**config.mk**
```make
export PLATFORM = sky130hd
export DESIGN_NAME = led_regfile_responder
export DESIGN_NICKNAME = d
export VERILOG_FILES = /design/src/rtl/led_regfile_responder.sv
export SDC_FILE = /design/constraint.sdc
export NUM_CORES = 1
export LEC_CHECK = 0
export ABC_AREA = 1
export BUFFER_PORTS_ARGS = -buffer_cell sky130_fd_sc_hd__buf_2
export CAP_MARGIN = 20
export CORE_AREA = 3 3 88 90
export CTS_CLUSTER_DIAMETER = 50
export DETAILED_ROUTE_END_ITERATION = 10
export DIE_AREA = 0 0 91 93
export GPL_ROUTABILITY_DRIVEN = 0
export HOLD_SLACK_MARGIN = 0.02
export PLACE_DENSITY = 0.89
export SETUP_SLACK_MARGIN = 0.5
export SYNTH_ARGS = -nofsm -noshare
export SYNTH_HDL_FRONTEND = slang
export SYNTH_SLANG_ARGS = --single-unit
export TNS_END_PERCENT = 5
```
**constraint.sdc**
```tcl
create_clock -name clk -period 6.72 [get_ports clk]
set_clock_uncertainty 0.2 [all_clocks]
set_input_delay 1.008 -clock clk [delete_from_list [all_inputs] [get_ports clk]]
set_output_delay 1.008 -clock clk [all_outputs]
set_load 0.005 [all_outputs]
```
**src/rtl/led_regfile_responder.sv**
```systemverilog
// Bus-responder register file for the LED block: CTRL/pattern/DIV registers,
// sticky error status, and static / blink / rotating-blink LED drive.
module led_regfile_responder #(
   parameter int unsigned PRESCALE = 1000
) (
   input  logic        clk,
   input  logic        rst,
   input  logic        wr_en,
   input  logic        rd_en,
   input  logic [7:0]  addr,
   input  logic [7:0]  wdata,
   output logic [7:0]  rdata,
   output logic        rd_valid,
   output logic [15:0] led
);

   localparam int unsigned PW = (PRESCALE > 1) ? $clog2(PRESCALE) : 1;
   localparam logic [PW-1:0] PRE_LAST = PW'(PRESCALE - 1);

   localparam logic [7:0] A_CTRL   = 8'h00;
   localparam logic [7:0] A_PAT_LO = 8'h01;
   localparam logic [7:0] A_PAT_HI = 8'h02;
   localparam logic [7:0] A_DIV    = 8'h03;
   localparam logic [7:0] A_STATUS = 8'h04;
   localparam logic [7:0] A_WCNT   = 8'h05;

   logic [7:0]    ctrl_q, ctrl_d;
   logic [15:0]   pat_q, pat_d;
   logic [7:0]    div_q, div_d;
   logic          err_q, err_d;
   logic          phase_q, phase_d;
   logic [7:0]    wcnt_q, wcnt_d;
   logic [PW-1:0] pre_q, pre_d;
   logic [7:0]    tick_q, tick_d;
   logic [15:0]   led_q, led_d;
   logic [7:0]    rdata_q, rdata_d;
   logic          rd_valid_q, rd_valid_d;

   logic       wr_map, wr_bad, rd_status, clr_cnt, run;
   logic       pre_wrap, tick_full, toggle_ev;
   logic [7:0] div_eff;

   always_comb begin
      wr_map    = wr_en && (addr <= A_DIV);
      wr_bad    = wr_en && (addr > A_DIV);
      rd_status = rd_en && (addr == A_STATUS);
      clr_cnt   = wr_en && ((addr == A_DIV) ||
                            ((addr == A_CTRL) && (wdata[1] != ctrl_q[1])));
      // Counters only run when EN was already set and is not being cleared now,
      // so the first half-period starts cleanly on the edge after EN rises.
      run       = ctrl_q[0] && !(wr_en && (addr == A_CTRL) && !wdata[0]);
      div_eff   = (div_q == 8'd0) ? 8'd1 : div_q;
      pre_wrap  = (pre_q == PRE_LAST);
      tick_full = ({1'b0, tick_q} + 9'd1) >= {1'b0, div_eff};
      toggle_ev = run && !clr_cnt && pre_wrap && tick_full;

      ctrl_d  = ctrl_q;
      div_d   = div_q;
      wcnt_d  = wcnt_q;
      pat_d   = pat_q;
      pre_d   = pre_q;
      tick_d  = tick_q;
      phase_d = phase_q;

      if (!run) begin
         pre_d   = '0;
         tick_d  = '0;
         phase_d = 1'b0;
      end else if (clr_cnt) begin
         pre_d  = '0;
         tick_d = '0;
      end else if (pre_wrap) begin
         pre_d = '0;
         if (tick_full) begin
            tick_d  = '0;
            phase_d = !phase_q;
         end else begin
            tick_d = tick_q + 8'd1;
         end
      end else begin
         pre_d = pre_q + PW'(1);
      end

      // Rotation is applied first so a same-cycle bus write overrides its byte.
      if (toggle_ev && ctrl_q[1] && ctrl_q[2] && !phase_q)
         pat_d = {pat_q[14:0], pat_q[15]};

      if (wr_map) begin
         wcnt_d = wcnt_q + 8'd1;
         case (addr)
            A_CTRL:   ctrl_d      = wdata;
            A_PAT_LO: pat_d[7:0]  = wdata;
            A_PAT_HI: pat_d[15:8] = wdata;
            default:  div_d       = wdata;
         endcase
      end

      err_d = (err_q && !rd_status) || wr_bad;

      if (!ctrl_q[0])      led_d = '0;
      else if (!ctrl_q[1]) led_d = pat_q;
      else                 led_d = phase_q ? pat_q : '0;

      rd_valid_d = rd_en;
      rdata_d    = rdata_q;
      if (rd_en) begin
         case (addr)
            A_CTRL:   rdata_d = ctrl_q;
            A_PAT_LO: rdata_d = pat_q[7:0];
            A_PAT_HI: rdata_d = pat_q[15:8];
            A_DIV:    rdata_d = div_q;
            A_STATUS: rdata_d = {6'd0, err_q, phase_q};
            A_WCNT:   rdata_d = wcnt_q;
            default:  rdata_d = '0;
         endcase
      end
   end

   always_ff @(posedge clk or posedge rst) begin
      if (rst) begin
         ctrl_q     <= '0;
         pat_q      <= '0;
         div_q      <= 8'h01;
         err_q      <= 1'b0;
         phase_q    <= 1'b0;
         wcnt_q     <= '0;
         pre_q      <= '0;
         tick_q     <= '0;
         led_q      <= '0;
         rdata_q    <= '0;
         rd_valid_q <= 1'b0;
      end else begin
         ctrl_q     <= ctrl_d;
         pat_q      <= pat_d;
         div_q      <= div_d;
         err_q      <= err_d;
         phase_q    <= phase_d;
         wcnt_q     <= wcnt_d;
         pre_q      <= pre_d;
         tick_q     <= tick_d;
         led_q      <= led_d;
         rdata_q    <= rdata_d;
         rd_valid_q <= rd_valid_d;
      end
   end

   assign led      = led_q;
   assign rdata    = rdata_q;
   assign rd_valid = rd_valid_q;

endmodule

```
; ---- Yosys cells after proc, flatten, opt, wreduce, memory -nomap -nowiden
; Index checks and enable logic that the tools add are counted.
[word_totals]
register_bits = 85
inputBits = 20
out_inout_bits = 25
word_cells = 78
[classes]
add_sub_neg = 4
magnitude_cmp = 3
eq_ne = 11
mux = 20
n_bitwise = 1
reduce_logical = 28
[op_table]
columns = cell, count
row1 = $mux W16, 5
row2 = $mux W8, 7
row3 = $pmux W8 S6, 1
row4 = $mux W10, 3
row5 = $add A8 B1 Y8 const B, 2
row6 = $eq A8 B2 Y1 const B, 2
row7 = $eq A8 B3 Y1 const B, 2
row8 = $logic_not A8 Y1, 2
row9 = $logic_and A1 B1 Y1, 15
row10 = $add A10 B1 Y10 const B, 1
row11 = $eq A10 B10 Y1 const B, 1
row12 = $add A8 B1 Y9 const B, 1
row13 = $ge A9 B8 Y1, 1
row14 = $eq A8 B1 Y1 const B, 1
row15 = $gt A8 B2 Y1 const B, 1
row16 = $le A8 B2 Y1 const B, 1
row17 = $logic_not A1 Y1, 5
row18 = $mux W1, 4
row19 = $ne A2 B1 Y1 const B, 2
row20 = $reduce_and A2 Y1, 2
row21 = $ne A3 B2 Y1 const B, 1
row22 = $reduce_and A3 Y1, 1
row23 = $reduce_or A3 Y1, 1
row24 = $logic_or A1 B1 Y1, 2
row25 = other kinds (3), 3

; ---- Longest topological paths before layout
; Gate-level depths: netlist of the first run.
[logic_depth]
ltp_word = 14
mapped_depth = 20
mapped_depth_nobuf = 19

; ---- Least setup slack after synthesis of the first run
; No wires, ideal clock.
[synth_path]
path_kind = in2reg
from = in addr[2]
to = reg tick_q[0]
setup_time_ns = 0.132
t_arrival_ns = 2.128
required_ns = 6.388
setup_slack_ns = 4.261
stages = 9
n_path_buf = 1
path_cell_list = nor2_1 > inv_2 > nor2_1 > nand3_2 > nand2_1 > nor2_1 > nand2_1 > buf_2 > mux2i_1
[synth_between]
elab_chain_cells = 6
elab_cells_between_ends = 12
cone_classes = eq/ne (2) / mux (2) / reduce/logical (8)
[synth_rtl]
columns = item, line
row1 = start: declaration, 10  ; input logic [7:0] addr,
row2 = $logic_not A8 Y1, "48, 51"
row3 = "$logic_and A1 B1 Y1, on equally long branches", "51, 48"
row4 = $logic_and A1 B1 Y1 or $logic_or A1 B1 Y1 (tied branches), "51, 47"
row5 = $logic_not A1 Y1 or $logic_and A1 B1 Y1 (tied branches), "51, 47"
row6 = $logic_and A1 B1 Y1 or $mux W8 (tied branches), "51, 69"
row7 = $ne A3 B2 Y1 (no line) or $mux W8 (tied branches), n/a
row8 = end signal: assignment, 140  ; tick_q <= tick_d;
row9 = end: declaration, 34  ; logic [7:0] tick_q, tick_d;
; Several ways; a longest one is shown, not always the timed one.
; A chain may end at the register's enable or synchronous reset.

; ---- Worst setup path after layout of the first run
[layout_path]
from = reg div_q[4]
to = reg pat_q[3]
[layout_between]
elab_chain_cells = 10
[layout_rtl]
columns = item, line
row1 = start: declaration, 29  ; logic [7:0] div_q, div_d;
row2 = start signal: assignment, 135  ; div_q <= div_d;
row3 = $logic_not A8 Y1, 52  ; div_eff = (div_q == 8'd0) ? 8'd1 : div_q;
row4 = $mux W8 *, 52
row5 = $ge A9 B8 Y1 *, 54  ; tick_full = ({1'b0, tick_q} + 9'd1) >= {1'b0, div_eff};
row6 = $logic_and A1 B1 Y1 *, 55  ; toggle_ev = run && !clr_cnt && pre_wrap && tick_full;
row7 = $logic_and A1 B1 Y1 * (3 in series), 85  ; if (toggle_ev && ctrl_q[1] && ctrl_q[2] && !phase_q)
row8 = $mux W16 *, 85
row9 = $mux W8, 90  ; case (addr)
row10 = $mux W16 *, 88  ; if (wr_map) begin
row11 = net pat_d[3], 28  ; logic [15:0] pat_q, pat_d;
row12 = end signal: assignment, 134  ; pat_q <= pat_d;
row13 = end: declaration, 28
; Mark *: on every way through the listed nets, which the timed path passes. The rest lies on a longest branch.

==> metrics.md, run 1 <==
| Metric | Value |
|---|---|
| Startpoint types | flop |
| Setup TNS | 0 ns |
| Register area share after synthesis | 0.5105 |
| Clock buffer depth | 2 |
| VDD IR-drop max | 93.78 µV |
| Global route overflow | 0 |
| PostCTS Resize Cnt | 0 |
| Ys Warns | 0 |
| Worst-Margin Slew | 0.7556 ns |
| Setup violators final | 0 |
| Post-DP HPWL | 6911 µm |
| First-pass GRT wire length | 16,340 µm |
| LEAKAGE | 2.487 nW |
| Post-Route WL | 9801 µm |
| Status | finished clean |
| CTS sink cnt | 85 |
| Number of synthesized flops with an enable pin | 0 |
| Hold-fix buffers, CTS | 0 |
| Unrepaired setup endpoints after global routing | false |
| Routed vias/inst | 5.641 |
| Die Y-Extent | 93 µm |
| Die width | 91 µm |
| Max Clk Rate | 0.3055 GHz |
| Largest net degree at the start of global routing | 86 |
| Synthesized area per cell | 8.439 µm² |
| Async SR Flop Fraction | 1.000 |
| Nets | 570 |
| Cells after Synth | 494 |
| Slew HR | 0.4951 |
| Clock transition at path regs | 0.10 ns |
| Placed instance area | 0.004452 mm² |
| Drt initial violations | 392 |
| CP required | 6.77 ns |
| # IOs | 45 |
| Critical path type | reg -> reg |
| Fill cells | 570 |
| Num CTS Buffers | 9 |
| CP arrival | 3.32 ns |
| Initial antenna violation count | 0 |
| Most frequent cells in the layout | nand2_1, dfrtp_1, inv_1 |
| Vias in the first global route | 3,476 |
| CP max FO | 21 |
| CORE AREA | 0.007137 mm² |
| Most common cell after layout, fill and taps aside | nand2_1 |
| Worst skew pair latency | 0.37 ns |
| Syn-to-layout area delta | 12.63% |
| Netlist cell types | 36 |
| Core Rows | 31 |
| PortBufs | 44 |
| Fin area | 0.004696 mm² |
| Synthesized cell area | 0.004169 mm² |
| Number of iterations in the first detailed-routing pass | 5 |
| Initial Utilization | 0.5842 |
| DR DRC count | 0 |
| Period minus WS final | 3.273 ns |
| Routed len/inst | 15.24 µm |
| Share of cells above drive strength 1 | 0.1415 |
| Pins over their slew limit | 0 |
| Cell area power density | 219.2 mW/mm² |
| Vias | 3,627 |
| Post-CTS Setup Inserts | 0 |
| Number of diodes | 0 |
| CTS tree | done |
| Fin. Hold Viols | 0 |
| Max-cap violations | 0 |
| Clk root buf | clkbuf_8 |
| H-tree depth | 3 |
| FF+latch count, synth | 85 |
| Most used flip-flop cell after synthesis | dfrtp_1 |
| Number of antenna-violating nets in the routed design | 0 |
| Fin crit share | 0.4871 |
| Total Die Area | 0.008463 mm² |
| Syn_nets | 525 |
| CP endpoint kind | flop |
| Hold crit path type | reg -> reg |
| All-Layer GR Usage | 0.2464 |
==> stage by stage <==
| step | total power [mW] | hold WS, ns | cells | setup WS [ns] | util |
|---|---|---|---|---|---|
| floorplan | 0.6116 | 0.2329 | 494 | 3.320 | - |
| global placement | 0.6394 | 0.2480 | 626 | 3.640 | 0.6238 |
| detailed placement | 0.6446 | 0.2569 | 626 | 3.581 | 0.6238 |
| CTS | 1.026 | 0.2691 | 642 | 3.541 | 0.6541 |
| global route | 1.064 | 0.2978 | 643 | 3.217 | 0.6580 |
| finish | 1.029 | 0.2777 | 643 | 3.447 | 0.6580 |
==> worst max-delay path: stages (launching register included) <==
cell     delay [ns]
dfrtp_1        0.39
inv_1          0.12
nand4_1        0.13
o41ai_1        0.46
ha_1           0.33
inv_1          0.05
nand2_1        0.06
nand2_1        0.07
nand3_1        0.07
nand2_1        0.06
nand2_1        0.05
nand2_1        0.08
nand2_1        0.44
nand2_4        0.36
nand2_1        0.09
nand3_1        0.09
o21ai_1        0.10
==> cell families (layout without fill, tap and decap cells) <==
family / count (synthesis) / after routing / synth area share
XOR/XNOR: 17 / 17 / 0.03572
AO/OA/AOI/OAI: 74 / 74 / 0.09844
AND/OR/NAND/NOR: 222 / 222 / 0.2383
multiplexers: 1 / 1 / 0.002401
buffers and inverters: 84 / 134 / 0.08163
flip-flops: 85 / 85 / 0.5105
adder cells (fa/ha/maj): 11 / 11 / 0.03301
==> synth_stat cells (3+ instances only) <==
cell | count | area [µm²]
a21oi_1 | 10 | 50.05
buf_2 | 5 | 25.02
clkbuf_1 | 4 | 15.01
dfrtp_1 | 84 | 2102
ha_1 | 11 | 137.6
inv_1 | 70 | 262.8
nand2_1 | 106 | 397.9
nand3_1 | 46 | 230.2
nand3_2 | 3 | 30.03
nand4_1 | 4 | 25.02
nor2_1 | 49 | 183.9
nor3_1 | 4 | 20.02
o211ai_1 | 5 | 37.54
o21ai_0 | 30 | 150.1
o21ai_1 | 13 | 65.06
o22ai_1 | 11 | 68.82
xnor2_1 | 3 | 26.28
xor2_1 | 14 | 122.6
==> routing by layer <==
metal / part of all wire / wire, µm / global-route usage / up-vias
li1: - / - / - / 1679
met1: 0.38 / 3699 / 0.3151 / 1689
met2: 0.48 / 4699 / 0.3881 / 221
met3: 0.11 / 1066 / 0.04827 / 38
met4: 0.034 / 335 / 0.1457 / 0
met5: 0 / 0 / 0.03846 / -
==> sequential cells by signal, summed over array words and instances (netlist names), 8 cells and up <==
signal and flops:
tick_q 8, div_q 8, led 16, rdata 8, pre_q 10, wcnt_q 8
pat_q 16, ctrl_q 8
==> cell type report <==
type | instances | area, µm² | share of cell area
Tap cell | 99 | 123.9 | 0.02638
Clock inverter | 7 | 92.59 | 0.01972
Timing Repair Buffer | 46 | 255.2 | 0.05436
Sequential cell | 85 | 2128 | 0.4532
Inverter | 72 | 271.5 | 0.05782
Multi-Input combinational cell | 325 | 1700 | 0.3621
Clock buffer | 9 | 123.9 | 0.02638
==> power by group <==
group          internal, mW  switching, mW
clock network         0.181          0.208
logic                0.0281         0.0703
registers             0.531         0.0109
total                 0.740          0.289
==> worst paths after layout <==
kind	from	to	slack, ns	cells past startpoint
max in group asynchronous	rst	div_q[0]	5.32	4
min in group asynchronous	rst	led[8]	0.38	3
hold / removal	pre_q[0]	pre_q[0]	0.28	1
setup / recovery	div_q[4]	pat_q[3]	3.45	16
hold reg to reg	pre_q[0]	pre_q[0]	0.28	1
setup reg to reg	div_q[4]	pat_q[3]	3.45	16
Note: power is estimated with default switching activity, not from simulation.
==> run 2, diff against run 1 <==
- ABC_AREA: 1 -> 0
- CORE_AREA: 3 3 88 90 -> 3 3 89 91
- DIE_AREA: 0 0 91 93 -> 0 0 92 94
- PLACE_DENSITY: 0.89 -> 0.88
- clock period: 6.72 -> 3.1 ns (I/O delays scaled with it)
==> run 2 against run 1 <==
Count of clock-buffer cells in the layout rose by 1; synthesized area did not move; design area rose by 4.5%; hold slack got worse by 0.14 ns; core utilization rose by 2.2 points; final cell count fell by 14%; setup slack got worse by 3.4 ns; first-iteration DRC count fell by 42%; clock power rose by 110%; non-clock buffer count rose by 13.
==> metrics.md, run 2 <==
| Metric | Value |
|---|---|
| Fin. Hold Viols | 0 (unchanged) |
| Register area share after synthesis | 0.5105 (unchanged) |
| CP max stage delay | 0.40 ns (-0.06 ns) |
| Largest family of logic cells by synthesized area | simple AND/OR/NAND/NOR gates |
| Startpoint types | flop |
| Routed len/inst | 18.12 µm (+19%) |
| CP endpoint kind | flop |
| Area leader, netlist | dfrtp_1 |
| Syn_nets | 428 (-18%) |
| H-tree depth | 3 (unchanged) |
| Post-Synth Adder-Cell Area | 0.03301 (unchanged) |
| Yosys top cell area share | 0.5042 (unchanged) |
| PortBufs | 44 (unchanged) |
| Clock buffer depth | 2 (unchanged) |
| Post-Route WL | 10,060 µm (+2.6%) |
| Pins over their slew limit | 0 (unchanged) |
| CP arrival | 3.10 ns (-0.22 ns) |
| LEAKAGE | 2.498 nW (+0.44%) |
| CTS sink cnt | 85 (unchanged) |
| CP max FO | 8 (-62%) |
| Top post-synthesis cells by area | dfrtp_1, mux2_2, mux2i_1, nor2_1, and3_1 |
| Die width | 92 µm (+1.1%) |
| Cells after Synth | 397 (-20%) |
| Most frequent cell after synthesis | dfrtp_1 |
| Number of antenna-violating nets in the routed design | 0 (unchanged) |
| Worst-Margin Slew | 0.7266 ns (-0.02895 ns) |
| Simple-Gate Fraction of Synth Area | 0.1651 (-0.07323) |
| Slowest-stage cell, CP | a221o_1 |
| Largest net degree at the start of global routing | 45 (-48%) |
| Vias | 3,350 (-7.6%) |
| CP required | 3.12 ns (-3.65 ns) |
| Total Die Area | 0.008648 mm² (+2.2%) |
| VDD IR-drop max | 398.5 µV (+320%) |
| Synthesized area per cell | 10.50 µm² (+24%) |
| Setup TNS | 0 ns (unchanged) |
| Vias in the first global route | 3,369 (-3.1%) |
| Synthesized cell area | 0.004169 mm² (unchanged) |
| Worst skew pair latency | 0.36 ns (about the same) |
| Crit-path cells | and3_4, nand3_2, and2_1, or2_4, ha_4, nor3_2, nor2_2, a221o_1, o2111ai_4, buf_12, buf_16, mux2i_1, a21oi_1 |
| # IOs | 45 (unchanged) |
| Global route overflow | 0 (unchanged) |
| All-Layer GR Usage | 0.2448 (-0.001667) |
| Initial antenna violation count | 0 (unchanged) |
| Status | finished clean |
| Synth Area in Compound Gates | 0.1107 (+0.01230) |
| Number of iterations in the first detailed-routing pass | 5 (unchanged) |
| Most used flip-flop cell after synthesis | dfrtp_1 |
| Drt initial violations | 226 (-42%) |
| Die Y-Extent | 94 µm (+1.1%) |
| DR DRC count | 0 (unchanged) |
| Setup violators final | 0 (unchanged) |
| Critical path type | reg -> reg |
| Fin crit share | 0.9927 (+0.5056) |
| CORE AREA | 0.007214 mm² (+1.1%) |
| Syn-to-layout area delta | 17.74% |
| CTS tree | done |
| Clk root buf | clkbuf_8 |
| Share of cells above drive strength 1 | 0.2654 (+0.1238) |
| Async SR Flop Fraction | 1.000 (unchanged) |
| Number of diodes | 0 (unchanged) |
| Design Power | 2.189 mW (+110%) |
| Max Clk Rate | 0.3249 GHz (+6.4%) |
| Post-DP HPWL | 6669 µm (-3.5%) |
| Slew HR | 0.5150 (+0.01996) |
| Number of synthesized flops with an enable pin | 0 (unchanged) |
| Most frequent cells in the layout | dfrtp_1, buf_2, nor2_1 |
| Mux share of post-synthesis cell area | 0.1053 (+0.1029) |
| Nets | 482 (-15%) |
| Netlist cell types | 41 (+14%) |
| Period minus WS final | 3.077 ns (-0.1958 ns) |
| Core Rows | 31 (unchanged) |
| Post-synthesis xor/xnor area fraction | 0.03992 (+0.004202) |
| Fill cells | 547 (-4.0%) |
| Unrepaired setup endpoints after global routing | true |
| Cell area power density | 446.0 mW/mm² (+100%) |
| Num CTS Buffers | 9 (unchanged) |
| Post-synth top cells | dfrtp_1, nor2_1, nand2_1, and3_1, mux2_2 |
| Initial Utilization | 0.5779 (-0.006281) |
| First-pass GRT wire length | 16,500 µm (+0.97%) |
| Routed vias/inst | 6.036 (+7.0%) |
| Hold crit path type | in -> reg |
| FF+latch count, synth | 85 (unchanged) |
| Max-cap violations | 0 (unchanged) |
| Most common cell after layout, fill and taps aside | dfrtp_1 |
| Clock transition at path regs | 0.09 ns (about the same) |
| Ys Warns | 0 (unchanged) |
| Fin Hold WS | 0.1359 ns (-0.1418 ns) |
-- run 2: cell count changes after synthesis, moves of 17 or more --
cell | previous run | this run
inv_1 | 70 | 20
mux2i_1 | 1 | 18
nand2_1 | 106 | 33
mux2_2 | 0 | 23
o21ai_0 | 30 | 10
nand3_1 | 46 | 11
and3_1 | 0 | 23
-- run 2: final timing paths --
kind,startpoint,endpoint,slack (ns),depth (start not counted)
min in group asynchronous,rst,rd_valid,0.55,3
setup reg to reg,tick_q[2],pat_q[8],0.02,13
max in group asynchronous,rst,div_q[0],1.44,4
hold reg to reg,div_q[0],div_q[0],0.30,2
setup / recovery,tick_q[2],pat_q[8],0.02,13
hold / removal,rd_en,rd_valid,0.14,1
-- run 2: stage by stage --
step,util,std cells,instance area [µm²],setup slack [ns]
after global routing,0.6804,555,4908,-0.1238
after floorplan,-,397,4234,0.1272
after CTS,0.6762,554,4878,0.02970
after global placement,0.6334,529,4569,0.1495
final,0.6804,555,4908,0.02257
after detailed placement,0.6334,529,4569,0.01476
-- run 2: power by group --
group | switching (mW) | leakage (nW) | internal (mW)
Sequential | 0.0463 | 1.17 | 1.14
Combinational | 0.108 | 1.23 | 0.0736
Clock | 0.418 | 0.103 | 0.400
Total | 0.572 | 2.50 | 1.62
-- run 2: area by class of cell --
cell class | count | area, µm² | share of cell area
well taps | 99 | 123.9 | 0.02524
inverters | 20 | 76.32 | 0.01555
clock inverters | 6 | 68.82 | 0.01402
multi-input cells | 276 | 1981 | 0.4035
flip-flops and latches | 85 | 2128 | 0.4336
clock buffers | 10 | 137.6 | 0.02804
repair buffers | 59 | 392.9 | 0.08004
-- run 2: what timing repair did --
| action | CTS | global route |
|---|---|---|
| pin swaps | 4 | 8 |
| gates resized for setup | 1 | 7 |
| endpoints found under the hold margin | 41 | 0 |
| cloned | 1 | 0 |
| setup endpoints to repair | 25 | 25 |
| setup buffers | 7 | 1 |
| hold buffers | 1 | 0 |
-- run 2: kinds of logic after synthesis --
logic type	Yosys count
buffers and inverters	36
adder cells (fa/ha/maj)	11
multiplexers	41
flip-flops	85
XOR/XNOR	19
AO/OA/AOI/OAI	66
AND/OR/NAND/NOR	139
-- run 2: metal layers --
layer  track usage  wire length, µm  vias to the layer above  share of wire
li1              -                -                     1508              -
met1        0.3031             4048                     1672           0.40
met2        0.4161             5160                      140           0.51
met3       0.04808              553                       30          0.055
met4        0.1114              296                        0          0.029
met5             0                0                        -              0
-- run 2: critical path, delay by kind of cell (launching register included) --
family                   cells  cell delay [ns]
AND/OR/NAND/NOR              6             0.99
adder cells (fa/ha/maj)      1             0.16
buffers and inverters        2             0.27
multiplexers                 1             0.18
AO/OA/AOI/OAI                3             0.75
flip-flops                   1             0.37
==> run 3, diff against run 2 <==
- CORE_AREA: 3 3 89 91 -> 3 3 93 95
- DIE_AREA: 0 0 92 94 -> 0 0 96 98
- PLACE_DENSITY: 0.88 -> 0.85
- clock period: 3.1 -> 2.6 ns (I/O delays scaled with it)
==> run 3 against run 2 <==
The flow now finishes with violations (negative setup slack); global-route usage decreased by 2.3 points; first-iteration DRC count increased by 12%; count of clock-buffer cells in the layout down 1; hold slack got worse by 0.075 ns; critical endpoint is now pat_q[1]; maximum frequency increased by 2.2%; flip-flop and latch count stayed put; power up 20%; register-to-register slack worse by 0.43 ns; clock power rose by 20%; die area grew 8.8%.
==> metrics.md, run 3 (synthesis results as in run 2) <==
| Metric | Value |
|---|---|
| Top delay family on crit path | compound AO/OA/AOI/OAI gates |
| Fin Hold WS | 0.06088 ns (-0.07500 ns) |
| Int Pwr | 1.934 mW (+20%) |
| Most frequent cells in the layout | dfrtp_1, buf_2, nor2_1 |
| Cell area power density | 531.2 mW/mm² (+19%) |
| Pins over their slew limit | 0 (unchanged) |
| Post-DP HPWL | 6981 µm (+4.7%) |
| Clock transition at path regs | 0.09 ns (about the same) |
| VDD IR-drop max | 386.6 µV (-3.0%) |
| Share of cells above drive strength 1 | 0.2741 (+0.008739) |
| Num CTS Buffers | 9 (unchanged) |
| Routed len/inst | 17.06 µm (-5.9%) |
| PnR worst setup slack | -0.4099 ns (-0.4325 ns) |
| Fin. Hold Viols | 0 (unchanged) |
| Die width | 96 µm (+4.3%) |
| DR DRC count | 0 (unchanged) |
| Vias in the first global route | 3,294 (-2.2%) |
| Largest net degree at the start of global routing | 43 (-4.4%) |
| Global route overflow | 0 (unchanged) |
| First-pass GRT wire length | 16,220 µm (-1.7%) |
| Worst skew pair latency | 0.36 ns (about the same) |
| CP endpoint kind | flop |
| Crit-path cells | ha_4, nand3_2, and2_4, or2_4, ha_4, a211oi_2, nand2_1, a221o_1, o2111ai_4, buf_12, mux2i_1, a21oi_1 |
| Design Power | 2.634 mW (+20%) |
| LEAKAGE | 2.554 nW (+2.2%) |
| Final Core Density | 0.6351 (-0.04527) |
| Sequential power share | 0.534 (-0.010) |
| Clk root buf | clkbuf_8 |
| Failing checks | negative setup slack |
| Most common cell on crit path | ha_4 |
| Number of antenna-violating nets in the routed design | 0 (unchanged) |
| Max-cap violations | 0 (unchanged) |
| Buffers & Inverters on Critical Path | 1 (-1) |
| Slowest-stage cell, CP | dfrtp_1 |
| Post-Route WL | 9709 µm (-3.5%) |
| Setup TNS | -7.760 ns (-7.760 ns) |
| Period minus WS final | 3.010 ns (-0.06748 ns) |
| CP required | 2.62 ns (-0.50 ns) |
| Die Y-Extent | 98 µm (+4.3%) |
| Startpoint types | flop |
| Nets | 493 (+2.3%) |
| Setup violators final | 25 (+25) |
| Status | finished with violations |
| All-Layer GR Usage | 0.2215 (-0.02328) |
| Core Rows | 32 (+3.2%) |
| Fin area | 0.004959 mm² (+1.0%) |
| PortBufs | 44 (unchanged) |
| Combinational Power Share | 0.094 (+0.011) |
| Post-Place Cells | 552 (+4.3%) |
| Hold crit path type | in -> reg |
| Final std cells w/o fill | 569 (+2.5%) |
| Initial antenna violation count | 0 (unchanged) |
| Max Clk Rate | 0.3322 GHz (+2.2%) |
| Initial Utilization | 0.5340 (-0.04390) |
| Drt initial violations | 253 (+12%) |
| Most common cell after layout, fill and taps aside | dfrtp_1 |
| Placed instance area | 0.004711 mm² (+3.1%) |
| CP max FO | 16 (+8) |
| Vias | 3,302 (-1.4%) |
| CP max stage delay | 0.41 ns (about the same) |
| CORE AREA | 0.007807 mm² (+8.2%) |
| Syn-to-layout area delta | 18.94% |
| H-tree depth | 3 (unchanged) |
| CTS sink cnt | 85 (unchanged) |
| CP arrival | 3.03 ns (-0.07 ns) |
| Clock group share of total power | 0.372 (-0.002) |
| Clock buffer depth | 2 (unchanged) |
| P_sw | 0.7004 mW (+22%) |
| Total Die Area | 0.009408 mm² (+8.8%) |
| Pre-CTS WS | -0.3326 ns (-0.3474 ns) |
| Worst-Margin Slew | 0.7101 ns (-0.01656 ns) |
| Routed vias/inst | 5.803 (-3.9%) |
| Fin crit share | 1.158 (+0.1650) |
| Slew HR | 0.5261 (+0.01105) |
| Number of diodes | 0 (unchanged) |
| Critical path type | reg -> reg |
| # IOs | 45 (unchanged) |
| Sw frac | 0.2659 (+0.004651) |
| Number of iterations in the first detailed-routing pass | 5 (unchanged) |
| CTS tree | done |
| Unrepaired setup endpoints after global routing | true |
run 3: cell types whose count changed in the layout (fill, tap and decap cells not counted), moves of 2 or more:
cell	change
buf_4	+13
o21ai_1	+4
mux2i_1	+3
mux2i_2	-3
o21ai_0	-3
buf_12	-2
run 3: area by class of cell:
class | count | area, µm²
clock buffers | 9 | 123.9
repair buffers | 70 | 434.2
fillers | 608 | 2849
multi-input cells | 276 | 1987
inverters | 20 | 76.32
well taps | 102 | 127.6
flip-flops and latches | 85 | 2128
clock inverters | 7 | 81.33
run 3: metal layers:
layer  up-vias  GRT usage  wire length, µm
met5         -          0                0
met4         0    0.09081              225
met3        27    0.04160              462
met2       105     0.3558             4892
li1       1535          -                -
met1      1635     0.2922             4129
run 3: worst paths after layout:
path | startpoint | end | slack [ns] | cells past startpoint
setup / recovery | tick_q[1] | pat_q[1] | -0.41 | 12
hold / removal | rd_en | rd_valid | 0.06 | 1
setup reg to reg | tick_q[1] | pat_q[1] | -0.41 | 12
hold reg to reg | pre_q[0] | pre_q[0] | 0.29 | 1
max in group asynchronous | rst | pat_q[9] | 0.95 | 4
min in group asynchronous | rst | pre_q[8] | 0.46 | 3
run 3: worst register-to-register path, cell delays in order, from the launching register on:
cell and delay (ns):
dfrtp_1 0.41, ha_4 0.18, nand3_2 0.09, and2_4 0.16, or2_4 0.23, ha_4 0.24
a211oi_2 0.18, nand2_1 0.07, a221o_1 0.37, o2111ai_4 0.22, buf_12 0.20, mux2i_1 0.22
a21oi_1 0.10
run 3: what timing repair did:
item,4_1_cts,5_1_grt
pin swaps,5,0
buffers inserted,0,0
hold endpoints to repair,38,0
hold buffers,1,0
resized for setup,6,3
setup endpoints to repair,25,42
run 3: power by group through the flow:
stage	logic [mW]	registers (mW)	clock network, mW
final	0.247	1.41	0.980
after global placement	0.227	1.43	0
after global routing	0.271	1.41	1.06
after floorplan	0.146	1.42	0
after detailed placement	0.238	1.43	0
after CTS	0.246	1.41	0.996
